**src/rtl/stopwatch_ctrl.sv**
```systemverilog
// Count-up stopwatch, 00:00.00 to 99:59.99, driving eight 7-segment digit inputs.
// Optional build macro LEADING_ZERO_BLANK_EN blanks d8 while the minute tens digit is 0.
module stopwatch_ctrl #(
    parameter int unsigned TICK_COUNT = 500000
) (
    input  logic       clock,
    input  logic       reset,
    input  logic       start,
    input  logic       stop,
    input  logic       pause,
    input  logic       lap,
    output logic       running,
    output logic       lap_hold,
    output logic       ovf,
    output logic [6:0] min_out,
    output logic [6:0] sec_out,
    output logic [6:0] cs_out,
    output logic [5:0] d1,
    output logic [5:0] d2,
    output logic [5:0] d3,
    output logic [5:0] d4,
    output logic [5:0] d5,
    output logic [5:0] d6,
    output logic [5:0] d7,
    output logic [5:0] d8
);

    localparam int unsigned PW = (TICK_COUNT > 1) ? $clog2(TICK_COUNT) : 1;
    localparam logic [PW-1:0] PRESC_MAX = PW'(TICK_COUNT - 1);

    localparam logic [1:0] ST_IDLE  = 2'b00;
    localparam logic [1:0] ST_RUN   = 2'b01;
    localparam logic [1:0] ST_PAUSE = 2'b10;

    logic [1:0]    state_q, state_d;
    logic [PW-1:0] presc_q, presc_d;
    logic [6:0]    min_q, min_d, sec_q, sec_d, cs_q, cs_d;
    logic          lap_hold_q, lap_hold_d;
    logic          ovf_q, ovf_d;
    logic          start_q, stop_q, pause_q, lap_btn_q;
    logic [6:0]    snap_min_q, snap_sec_q, snap_cs_q;

    logic stop_cmd, start_cmd, pause_cmd, lap_cmd;
    logic tick, at_max, clear;

    // One command per edge, highest priority wins.
    assign stop_cmd  = stop & ~stop_q;
    assign start_cmd = start & ~start_q & ~stop_cmd;
    assign pause_cmd = pause & ~pause_q & ~stop_cmd & ~start_cmd;
    assign lap_cmd   = lap & ~lap_btn_q & ~stop_cmd & ~start_cmd & ~pause_cmd;

    assign tick   = (state_q == ST_RUN) && (presc_q == PRESC_MAX);
    assign at_max = (min_q == 7'd99) && (sec_q == 7'd59) && (cs_q == 7'd99);

    always_comb begin
        state_d    = state_q;
        presc_d    = presc_q;
        min_d      = min_q;
        sec_d      = sec_q;
        cs_d       = cs_q;
        lap_hold_d = lap_hold_q;
        ovf_d      = ovf_q;
        clear      = 1'b0;

        if (state_q == ST_RUN) begin
            presc_d = tick ? '0 : presc_q + PW'(1);
        end

        if (tick) begin
            if (at_max) begin
                ovf_d   = 1'b1;
                state_d = ST_PAUSE;
            end else if (cs_q == 7'd99) begin
                cs_d = '0;
                if (sec_q == 7'd59) begin
                    sec_d = '0;
                    min_d = min_q + 7'd1;
                end else begin
                    sec_d = sec_q + 7'd1;
                end
            end else begin
                cs_d = cs_q + 7'd1;
            end
        end

        case (state_q)
            ST_IDLE: begin
                if (start_cmd) begin
                    clear   = 1'b1;
                    state_d = ST_RUN;
                end
            end
            ST_RUN: begin
                if (stop_cmd) begin
                    clear   = 1'b1;
                    state_d = ST_IDLE;
                end else if (pause_cmd) begin
                    state_d = ST_PAUSE;
                end else if (lap_cmd) begin
                    lap_hold_d = ~lap_hold_q;
                end
            end
            ST_PAUSE: begin
                if (stop_cmd) begin
                    clear   = 1'b1;
                    state_d = ST_IDLE;
                end else if ((start_cmd || pause_cmd) && !ovf_q) begin
                    state_d = ST_RUN;
                end else if (lap_cmd && lap_hold_q) begin
                    lap_hold_d = 1'b0;
                end
            end
            default: state_d = ST_IDLE;
        endcase

        if (clear) begin
            presc_d    = '0;
            min_d      = '0;
            sec_d      = '0;
            cs_d       = '0;
            ovf_d      = 1'b0;
            lap_hold_d = 1'b0;
        end
    end

    always_ff @(posedge clock or negedge reset) begin
        if (!reset) begin
            state_q    <= ST_IDLE;
            presc_q    <= '0;
            min_q      <= '0;
            sec_q      <= '0;
            cs_q       <= '0;
            lap_hold_q <= 1'b0;
            ovf_q      <= 1'b0;
            start_q    <= 1'b0;
            stop_q     <= 1'b0;
            pause_q    <= 1'b0;
            lap_btn_q  <= 1'b0;
            snap_min_q <= '0;
            snap_sec_q <= '0;
            snap_cs_q  <= '0;
        end else begin
            state_q    <= state_d;
            presc_q    <= presc_d;
            min_q      <= min_d;
            sec_q      <= sec_d;
            cs_q       <= cs_d;
            lap_hold_q <= lap_hold_d;
            ovf_q      <= ovf_d;
            start_q    <= start;
            stop_q     <= stop;
            pause_q    <= pause;
            lap_btn_q  <= lap;
            if (!lap_hold_q) begin
                snap_min_q <= min_q;
                snap_sec_q <= sec_q;
                snap_cs_q  <= cs_q;
            end
        end
    end

    function automatic logic [3:0] tens_of(input logic [6:0] v);
        logic [6:0] t;
        t = v / 7'd10;
        return t[3:0];
    endfunction

    function automatic logic [3:0] units_of(input logic [6:0] v);
        logic [6:0] t;
        t = v % 7'd10;
        return t[3:0];
    endfunction

    logic [3:0] min_tens;
    logic       d8_en;

    assign min_tens = tens_of(snap_min_q);

`ifdef LEADING_ZERO_BLANK_EN
    assign d8_en = (min_tens != 4'd0);
`else
    assign d8_en = 1'b1;
`endif

    // Digit format is {en, value, dp}; points sit after minutes and seconds.
    always_comb begin
        d8 = {d8_en, min_tens, 1'b0};
        d7 = {1'b1, units_of(snap_min_q), 1'b1};
        d6 = {1'b1, tens_of(snap_sec_q), 1'b0};
        d5 = {1'b1, units_of(snap_sec_q), 1'b1};
        d4 = {1'b1, tens_of(snap_cs_q), 1'b0};
        d3 = {1'b1, units_of(snap_cs_q), 1'b0};
        d2 = 6'b0;
        d1 = 6'b0;
    end

    assign running  = (state_q == ST_RUN);
    assign lap_hold = lap_hold_q;
    assign ovf      = ovf_q;
    assign min_out  = min_q;
    assign sec_out  = sec_q;
    assign cs_out   = cs_q;

endmodule

```
**config.mk**
```make
export PLATFORM = sky130hd
export DESIGN_NAME = stopwatch_ctrl
export DESIGN_NICKNAME = d
export VERILOG_FILES = /design/src/rtl/stopwatch_ctrl.sv
export SDC_FILE = /design/constraint.sdc
export NUM_CORES = 1
export LEC_CHECK = 0
export CAP_MARGIN = 30
export CORE_MARGIN = 5
export CORE_UTILIZATION = 54
export CTS_CLUSTER_SIZE = 28
export DETAILED_ROUTE_END_ITERATION = 7
export PLACE_DENSITY = 0.91
export SLEW_MARGIN = 40
export SYNTH_ARGS = -nofsm -noshare
export SYNTH_HDL_FRONTEND = slang
export SYNTH_SLANG_ARGS = --single-unit
```
**constraint.sdc**
```tcl
create_clock -name clock -period 8.71 [get_ports clock]
set_input_delay 1.742 -clock clock [delete_from_list [all_inputs] [get_ports clock]]
set_output_delay 1.742 -clock clock [all_outputs]
set_load 0.01 [all_outputs]
```
# Yosys cells after proc, flatten, opt, wreduce, memory -nomap -nowiden

Index checks and enable logic that the tools add are counted.

Add/subtract/negate cells: 4
Div/mod/pow operators: 6
Equality and inequality tests: 13
Muxes and demuxes: 39
Bitwise logic cells: 18
Reductions and logical operators: 20

Operator list:

| operator              | number |
|---|---|
| $mux 7                | 14 |
| $mux 19               | 3 |
| $add 7x1->7 const B   | 3 |
| $div 7x4->7 const B   | 3 |
| $mod 7x4->7 const B   | 3 |
| $add 19x1->19 const B | 1 |
| $eq 19x19->1 const B  | 1 |
| $eq 7x7->1 const B    | 2 |
| $mux 2                | 7 |
| $mux 1                | 12 |
| $and 1x1->1           | 10 |
| $reduce_bool 2->1     | 5 |
| $ne 3x3->1 const B    | 3 |
| $not 1->1             | 8 |
| $eq 7x6->1 const B    | 1 |
| $reduce_and 7->1      | 1 |
| $ne 3x2->1 const B    | 2 |
| $pmux 2 s3            | 1 |
| $logic_and 1x1->1     | 5 |
| $pmux 1 s2            | 2 |
| $reduce_and 2->1      | 2 |
| $reduce_and 4->1      | 1 |
| $ne 3x1->1 const B    | 1 |
| $reduce_and 3->1      | 1 |
| other kinds (8)       | 8 |

Register bits after elaboration: 69
Bits of input ports: 6
Output and inout bits: 72
Word-level logic and storage cells: 114

# Depth between registers and ports, before layout

Gate-level depths: netlist (run 1).

Depth after elaboration: 14
Mapped depth: 15
Gate-level depth less buffers: 13

# Least setup slack after synthesis (run 1)

OpenSTA, ideal clock, no wires.

Kind: register to output
From: register snap_cs_q[5]
To: output d3[2]
Arrival: 3.164 ns
Required time: 6.968 ns
Setup slack: 3.804 ns
Stages on the path, launching flop included: 15
Buffers on the path: 3
Cells stage by stage: dfrtp_1 buf_1 clkbuf_1 inv_1 nor4_1 a221oi_1 o21ai_0 ha_1 buf_1 nand2b_1 o21a_1 a32oi_1 mux2i_1 or3_1 xnor2_1

Cells in the longest elaborated chain, start to end: 1

RTL lines:

| item                     | RTL line | source |
|---|---|---|
| start: declaration       | 41       | `logic [6:0] snap_min_q, snap_sec_q, snap_cs_q;` |
| start signal: assignment | 157      | `snap_cs_q <= cs_q;` |
| $mod 7x4->7              | 170      | `t = v % 7'd10;` |
| end: declaration         | 20       | `output logic [5:0] d3,` |

No other way between the ends.

# Worst setup path after layout (run 1)

From: register snap_cs_q[4]
To: output d3[2]

The elaborated chain is that of the path after synthesis.

==> flow_metrics.env, run 1 <==
export IMPL_status="finished, final reports clean"
export IMPL_grtUsageTotal=0.203
export IMPL_cp_end_kind="output pin"
export IMPL_fin_setup_tns_ns=0
export IMPL_synth_distinct_cells=75
export IMPL_rows=35
export IMPL_die_area_sq_um=11200
export IMPL_cts_buffers=9
export IMPL_cts_tree="done"
export IMPL_yosys_top_cells_area="dfrtp_1 (35%), mux2_2 (5.0%), nor2_1 (4.3%)"
export IMPL_placed_cells=705
export IMPL_cts_path_max_buffers=2
export IMPL_comb_power_share=0.264
export IMPL_finalWirelength_mm=11.5
export IMPL_crit_type="reg2out"
export IMPL_relSlewSlack=0.455
export IMPL_netlist_instances=578
export IMPL_swShare=0.334
export IMPL_die_y_um=106
export IMPL_setup_viol_count_final=0
export IMPL_drt_antenna_violating_nets=0
export IMPL_grt_max_degree=70
export IMPL_hold_ws_ns=0.533
export IMPL_placed_area_sq_um=5380
export IMPL_initial_utilization=0.545
export IMPL_startpoint_type="flop"
export IMPL_grt_busiest_layer="met2"
export IMPL_drc_errors=0
export IMPL_worstPathMaxFanout=27
export IMPL_firstDrtPassIters=5
export IMPL_drv_cap=0
export IMPL_via_per_inst=5.98
export IMPL_met2_usage=0.342
export IMPL_place_congestion=0.884
export IMPL_async_flop_share=1.00
export IMPL_power_density_nw_per_um2=169
export IMPL_synth_most_common_cell="dfrtp_1"
export IMPL_place_hpwl_mm=7.90
export IMPL_hold_viol=0
export IMPL_cts_sinks=69
export IMPL_hp_class="reg2reg"
export IMPL_met1_usage=0.262
export IMPL_fin_area_sq_um=5630
export IMPL_h_tree_depth=3
export IMPL_slew_violations=0
export IMPL_ys_seq_elements=69
export IMPL_cts_clk_slew_worst_paths_ns=0.07
export IMPL_drive_gt1_frac=0.0984
export IMPL_yosysWarningCount=0
export IMPL_cp_required_ns=6.97
export IMPL_worstPathArrival_ns=4.11
export IMPL_ctsResizeCount=0
export IMPL_grt_overflow_total=0
export IMPL_area_delta_synth_final_pct=13.5
export IMPL_clockRootBuffer="clkbuf_8"
export IMPL_wl_per_cell_um=15.9
export IMPL_vias=4311
export IMPL_clock_latency_ns=0.35
export IMPL_period_needed_ns=5.85
export IMPL_power_switching_uw=317
export IMPL_core_area_sq_um=9110
export IMPL_met3_usage=0.0312
export IMPL_layoutNonFillerInstCount=721
export IMPL_ys_seq_area_frac=0.348
export IMPL_max_freq_mhz=171
export IMPL_drt_initial_drc_count=323
export IMPL_port_buffers=53
export IMPL_fin_crit_sh=0.672
export IMPL_intPower_uw=632
export IMPL_antenna_found_initial=0
export IMPL_syn_area_sq_um=4960
export IMPL_yosysTopAreaCellShare=0.348
export IMPL_syn_avg_cell_area_sq_um=8.58
export IMPL_vdd_drop_max_mv=0.189
export IMPL_fin_nets=622
export IMPL_postLayoutCoreUtil=0.618
export IMPL_worst_pin_slew_ns=0.818
export IMPL_synth_common_cells="dfrtp_1 (69), nor2_1 (57), o21ai_0 (40)"
export IMPL_synth_top_area_cell="dfrtp_1"
export IMPL_post_cts_buffers=0
export IMPL_synth_top_flop_cell="dfrtp_1"
export IMPL_ctsHoldBuffers=0
export IMPL_grt_pass1_wl_mm=18.9
export IMPL_power_frac_clock=0.319
export IMPL_rsz0062_at_grt="no"
export IMPL_n_antenna_cell=0
export IMPL_grt_pass1_vias=3988
export IMPL_p_leak_uw=0.00235
export IMPL_fp_dieW_um=106
export IMPL_seqPwrFrac=0.417
export IMPL_fin_skew_ns=0.00882
export IMPL_io_pins=78
export IMPL_synth_edf_count=0
-- layout make-up --
cell class	count	area, sq um
clock inverter	5	82.6
clock buffer	11	151
timing repair buffer	56	552
tap	111	139
inverter	16	60.1
fill	726	3480
sequential	69	1730
multi-input combinational	453	2920
-- per-layer routing --
metal / routed length [um] / share of wire
met3: 658 / 0.057
met5: 0 / 0
met2: 5550 / 0.48
met4: 300 / 0.026
met1: 4980 / 0.43
-- cells in the final DEF, fill, tap and decap left out, types with 15 or more instances in the layout --
master           count
a21oi_1             27
clkdlybuf4s50_1     52
conb_1              24
dfrtp_1             68
inv_1               15
mux2_2              22
nand2_1             36
nand2b_1            16
nand3_1             24
nor2_1              57
nor2b_1             16
nor3_1              16
o21ai_0             40
xor2_1              18
-- logic make-up after synthesis --
| family | after synthesis | share of synthesized area |
|---|---|---|
| XOR/XNOR | 30 | 0.0530 |
| AO/OA/AOI/OAI | 126 | 0.161 |
| AND/OR/NAND/NOR | 233 | 0.262 |
| adder cells (fa/ha/maj) | 11 | 0.0277 |
| multiplexers | 29 | 0.0641 |
| flip-flops | 69 | 0.348 |
| other | 2 | 0.00151 |
| buffers and inverters | 78 | 0.0827 |
-- power groups by stage --
stage / sequential (uW) / clock (uW) / combinational [uW]
2_1_floorplan: 375 / 0 / 199
3_3_place_gp: 397 / 0 / 235
3_5_place_dp: 400 / 0 / 247
4_1_cts: 395 / 305 / 249
5_1_grt: 402 / 321 / 278
6_report: 396 / 303 / 251
-- per-stage QoR --
step	setup slack [ns]	total power [uW]
floorplan	3.80	574
finish	2.86	949
global placement	3.38	632
CTS	2.88	949
global route	2.54	1000
detailed placement	3.26	647
-- critical path, stage by stage (launching register included) --
cell             delay, ns
dfrtp_1               0.87
nand2_1               0.20
o21ai_0               0.11
o21ai_0               0.10
nor2_1                0.12
a221oi_1              0.07
o21ai_0               0.22
ha_1                  0.40
nand2b_1              0.17
o21a_1                0.14
a32oi_1               0.18
mux2i_1               0.09
or3_1                 0.38
xnor2_1               0.14
clkdlybuf4s50_1       0.55
-- path summary, 6_finish.rpt --
check / from / endpoint / slack [ns] / cells after the start
setup / recovery: snap_cs_q[4] / d3[2] / 2.86 / 14
hold / removal: snap_cs_q[0] / snap_cs_q[0] / 0.53 / 1
setup reg to reg: state_q[1] / sec_out[5] / 6.00 / 7
hold reg to reg: snap_cs_q[0] / snap_cs_q[0] / 0.53 / 1
max in group asynchronous: reset / lap_hold / 6.79 / 2
min in group asynchronous: reset / presc_q[8] / 1.47 / 2
-- flip-flops by register name, summed over array words and instances (netlist names) --
signal	count
ovf	1
lap_hold	1
snap_min_q	7
stop_q	1
pause_q	1
state_q	2
lap_btn_q	1
snap_cs_q	7
snap_sec_q	7
cs_out	7
start_q	1
min_out	7
sec_out	7
presc_q	19
(Power assumes the default switching activity.)
==> inputs of run 2 (changes only) <==
--- a/config.mk
+++ b/config.mk
@@ -7,10 +7,10 @@
 export LEC_CHECK = 0
 export CAP_MARGIN = 30
 export CORE_MARGIN = 5
-export CORE_UTILIZATION = 54
+export CORE_UTILIZATION = 50
 export CTS_CLUSTER_SIZE = 28
 export DETAILED_ROUTE_END_ITERATION = 7
-export PLACE_DENSITY = 0.91
+export PLACE_DENSITY = 0.89
 export SLEW_MARGIN = 40
 export SYNTH_ARGS = -nofsm -noshare
 export SYNTH_HDL_FRONTEND = slang
==> constraint.sdc (replaced) <==
create_clock -name clock -period 5.28 [get_ports clock]
set_input_delay 1.056 -clock clock [delete_from_list [all_inputs] [get_ports clock]]
set_output_delay 1.056 -clock clock [all_outputs]
set_load 0.01 [all_outputs]
==> flow_metrics.env, run 2 (same netlist as run 1, synthesis figures left out) <==
export IMPL_crit_start="snap_cs_q[3]"
export IMPL_worstPathMaxFanout=22
export IMPL_slew_violations=0
export IMPL_drt_antenna_violating_nets=0
export IMPL_core_area_sq_um=9730
export IMPL_cts_tree="done"
export IMPL_wl_per_cell_um=15.5
export IMPL_layoutNonFillerInstCount=743
export IMPL_vdd_drop_max_mv=0.204
export IMPL_grt_max_degree=49
export IMPL_grt_pass1_vias=4229
export IMPL_cts_clk_slew_worst_paths_ns=0.09
export IMPL_antenna_found_initial=0
export IMPL_fin_ws_ns=0.289
export IMPL_mostFrequentLayoutCell="dfrtp_1"
export IMPL_drt_initial_drc_count=331
export IMPL_startpoint_type="flop"
export IMPL_mostFrequentLayoutCells="dfrtp_1 (67), nor2_1 (57), clkdlybuf4s50_1 (52), o21ai_0 (40), nand2_1 (36)"
export IMPL_place_congestion=0.914
export IMPL_grtUsageTotal=0.193
export IMPL_hold_viol=0
export IMPL_drv_cap=0
export IMPL_largest_register="presc_q"
export IMPL_clockRootBuffer="clkbuf_8"
export IMPL_rows=36
export IMPL_r2r_slack_ns=2.58
export IMPL_placed_cells=727
export IMPL_vias=4361
export IMPL_worstPathArrival_ns=3.94
export IMPL_n_antenna_cell=0
export IMPL_setup_viol_count_final=0
export IMPL_hp_start="snap_cs_q[0]"
export IMPL_firstDrtPassIters=6
export IMPL_hold_path_end="snap_cs_q[0]"
export IMPL_die_y_um=110
export IMPL_power_density_nw_per_um2=274
export IMPL_timing_rr_start="state_q[1]"
export IMPL_period_needed_ns=4.99
export IMPL_place_hpwl_mm=8.18
export IMPL_finalWirelength_mm=11.5
export IMPL_max_freq_mhz=200
export IMPL_r2r_end="sec_out[5]"
export IMPL_fin_skew_ns=0.0111
export IMPL_rsz0062_at_grt="no"
export IMPL_p_leak_uw=0.00234
export IMPL_die_area_sq_um=12000
export IMPL_grt_overflow_total=0
export IMPL_drc_errors=0
export IMPL_io_pins=78
export IMPL_status="finished, final reports clean"
export IMPL_preCtsSetupSlack_ns=0.653
export IMPL_largest_reg_flops=19
export IMPL_crit_type="reg2out"
export IMPL_fin_nets=622
export IMPL_initial_utilization=0.510
export IMPL_fin_area_sq_um=5650
export IMPL_placed_area_sq_um=5420
export IMPL_p_total_uw=1550
export IMPL_ff2ff_path_depth=7
export IMPL_hold_path_depth=1
export IMPL_port_buffers=53
export IMPL_relSlewSlack=0.469
export IMPL_via_per_inst=5.87
export IMPL_clock_latency_ns=0.36
export IMPL_num_fill_cells=833
export IMPL_grt_pass1_wl_mm=18.9
export IMPL_hp_class="reg2reg"
export IMPL_cts_path_max_buffers=2
export IMPL_fp_dieW_um=110
export IMPL_cts_buffers=9
export IMPL_area_delta_synth_final_pct=14.0
export IMPL_fin_setup_tns_ns=0
export IMPL_cp_required_ns=4.22
export IMPL_h_tree_depth=3
export IMPL_cts_sinks=69
export IMPL_drive_gt1_frac=0.102
export IMPL_worst_pin_slew_ns=0.796
export IMPL_fin_crit_sh=0.945
export IMPL_cp_end_kind="output pin"
run 2: layer usage:
metal  global-route usage  wire [um]
met3               0.0370        618
met1                0.231       4830
met4               0.0686        181
met5                    0          0
met2                0.343       5850
run 2: layout make-up:
type | instances | area [sq um] | area share
clock buffers | 9 | 124 | 0.0219
clock inverters | 7 | 97.6 | 0.0173
inverters | 16 | 60.1 | 0.0106
multi-input cells | 453 | 2930 | 0.518
flip-flops and latches | 69 | 1730 | 0.306
well taps | 133 | 166 | 0.0294
repair buffers | 56 | 551 | 0.0974
run 2: how the worst max path moves through the flow:
stage	end	slack, ns	cells after the start
6_report	d3[2]	0.29	11
5_1_grt	d3[2]	0.09	11
4_1_cts	d3[2]	0.21	14
2_1_floorplan	d3[2]	1.06	14
3_5_place_dp	d3[2]	0.65	14
3_3_place_gp	d3[2]	0.83	14
run 2: metrics by stage:
step | hold slack [ns] | util
2_1_floorplan | 0.494 | -
3_3_place_gp | 0.511 | 0.556
3_5_place_dp | 0.526 | 0.557
4_1_cts | 0.548 | 0.580
5_1_grt | 0.576 | 0.581
6_report | 0.540 | 0.581
run 2: power by group:
group	switching (uW)	internal, uW
Combinational	229	181
Sequential	80.8	570
Clock	222	268
Total	532	1020
run 2: critical path, cell delays in order, from the launching register on:
cell and delay, ns:
dfrtp_1 0.72, nand2b_1 0.38, a221oi_1 0.18, o21ai_0 0.21, ha_1 0.39, nand2b_1 0.17
o21a_1 0.14, a32oi_1 0.20, mux2i_1 0.10, or3_1 0.38, xnor2_1 0.15, clkdlybuf4s50_1 0.55
run 2: what timing repair did:
| action | CTS | global route |
|---|---|---|
| hold buffers | 0 | 0 |
| setup endpoints to repair | 0 | 1 |
| resized for setup | 0 | 1 |
| setup buffers | 0 | 0 |
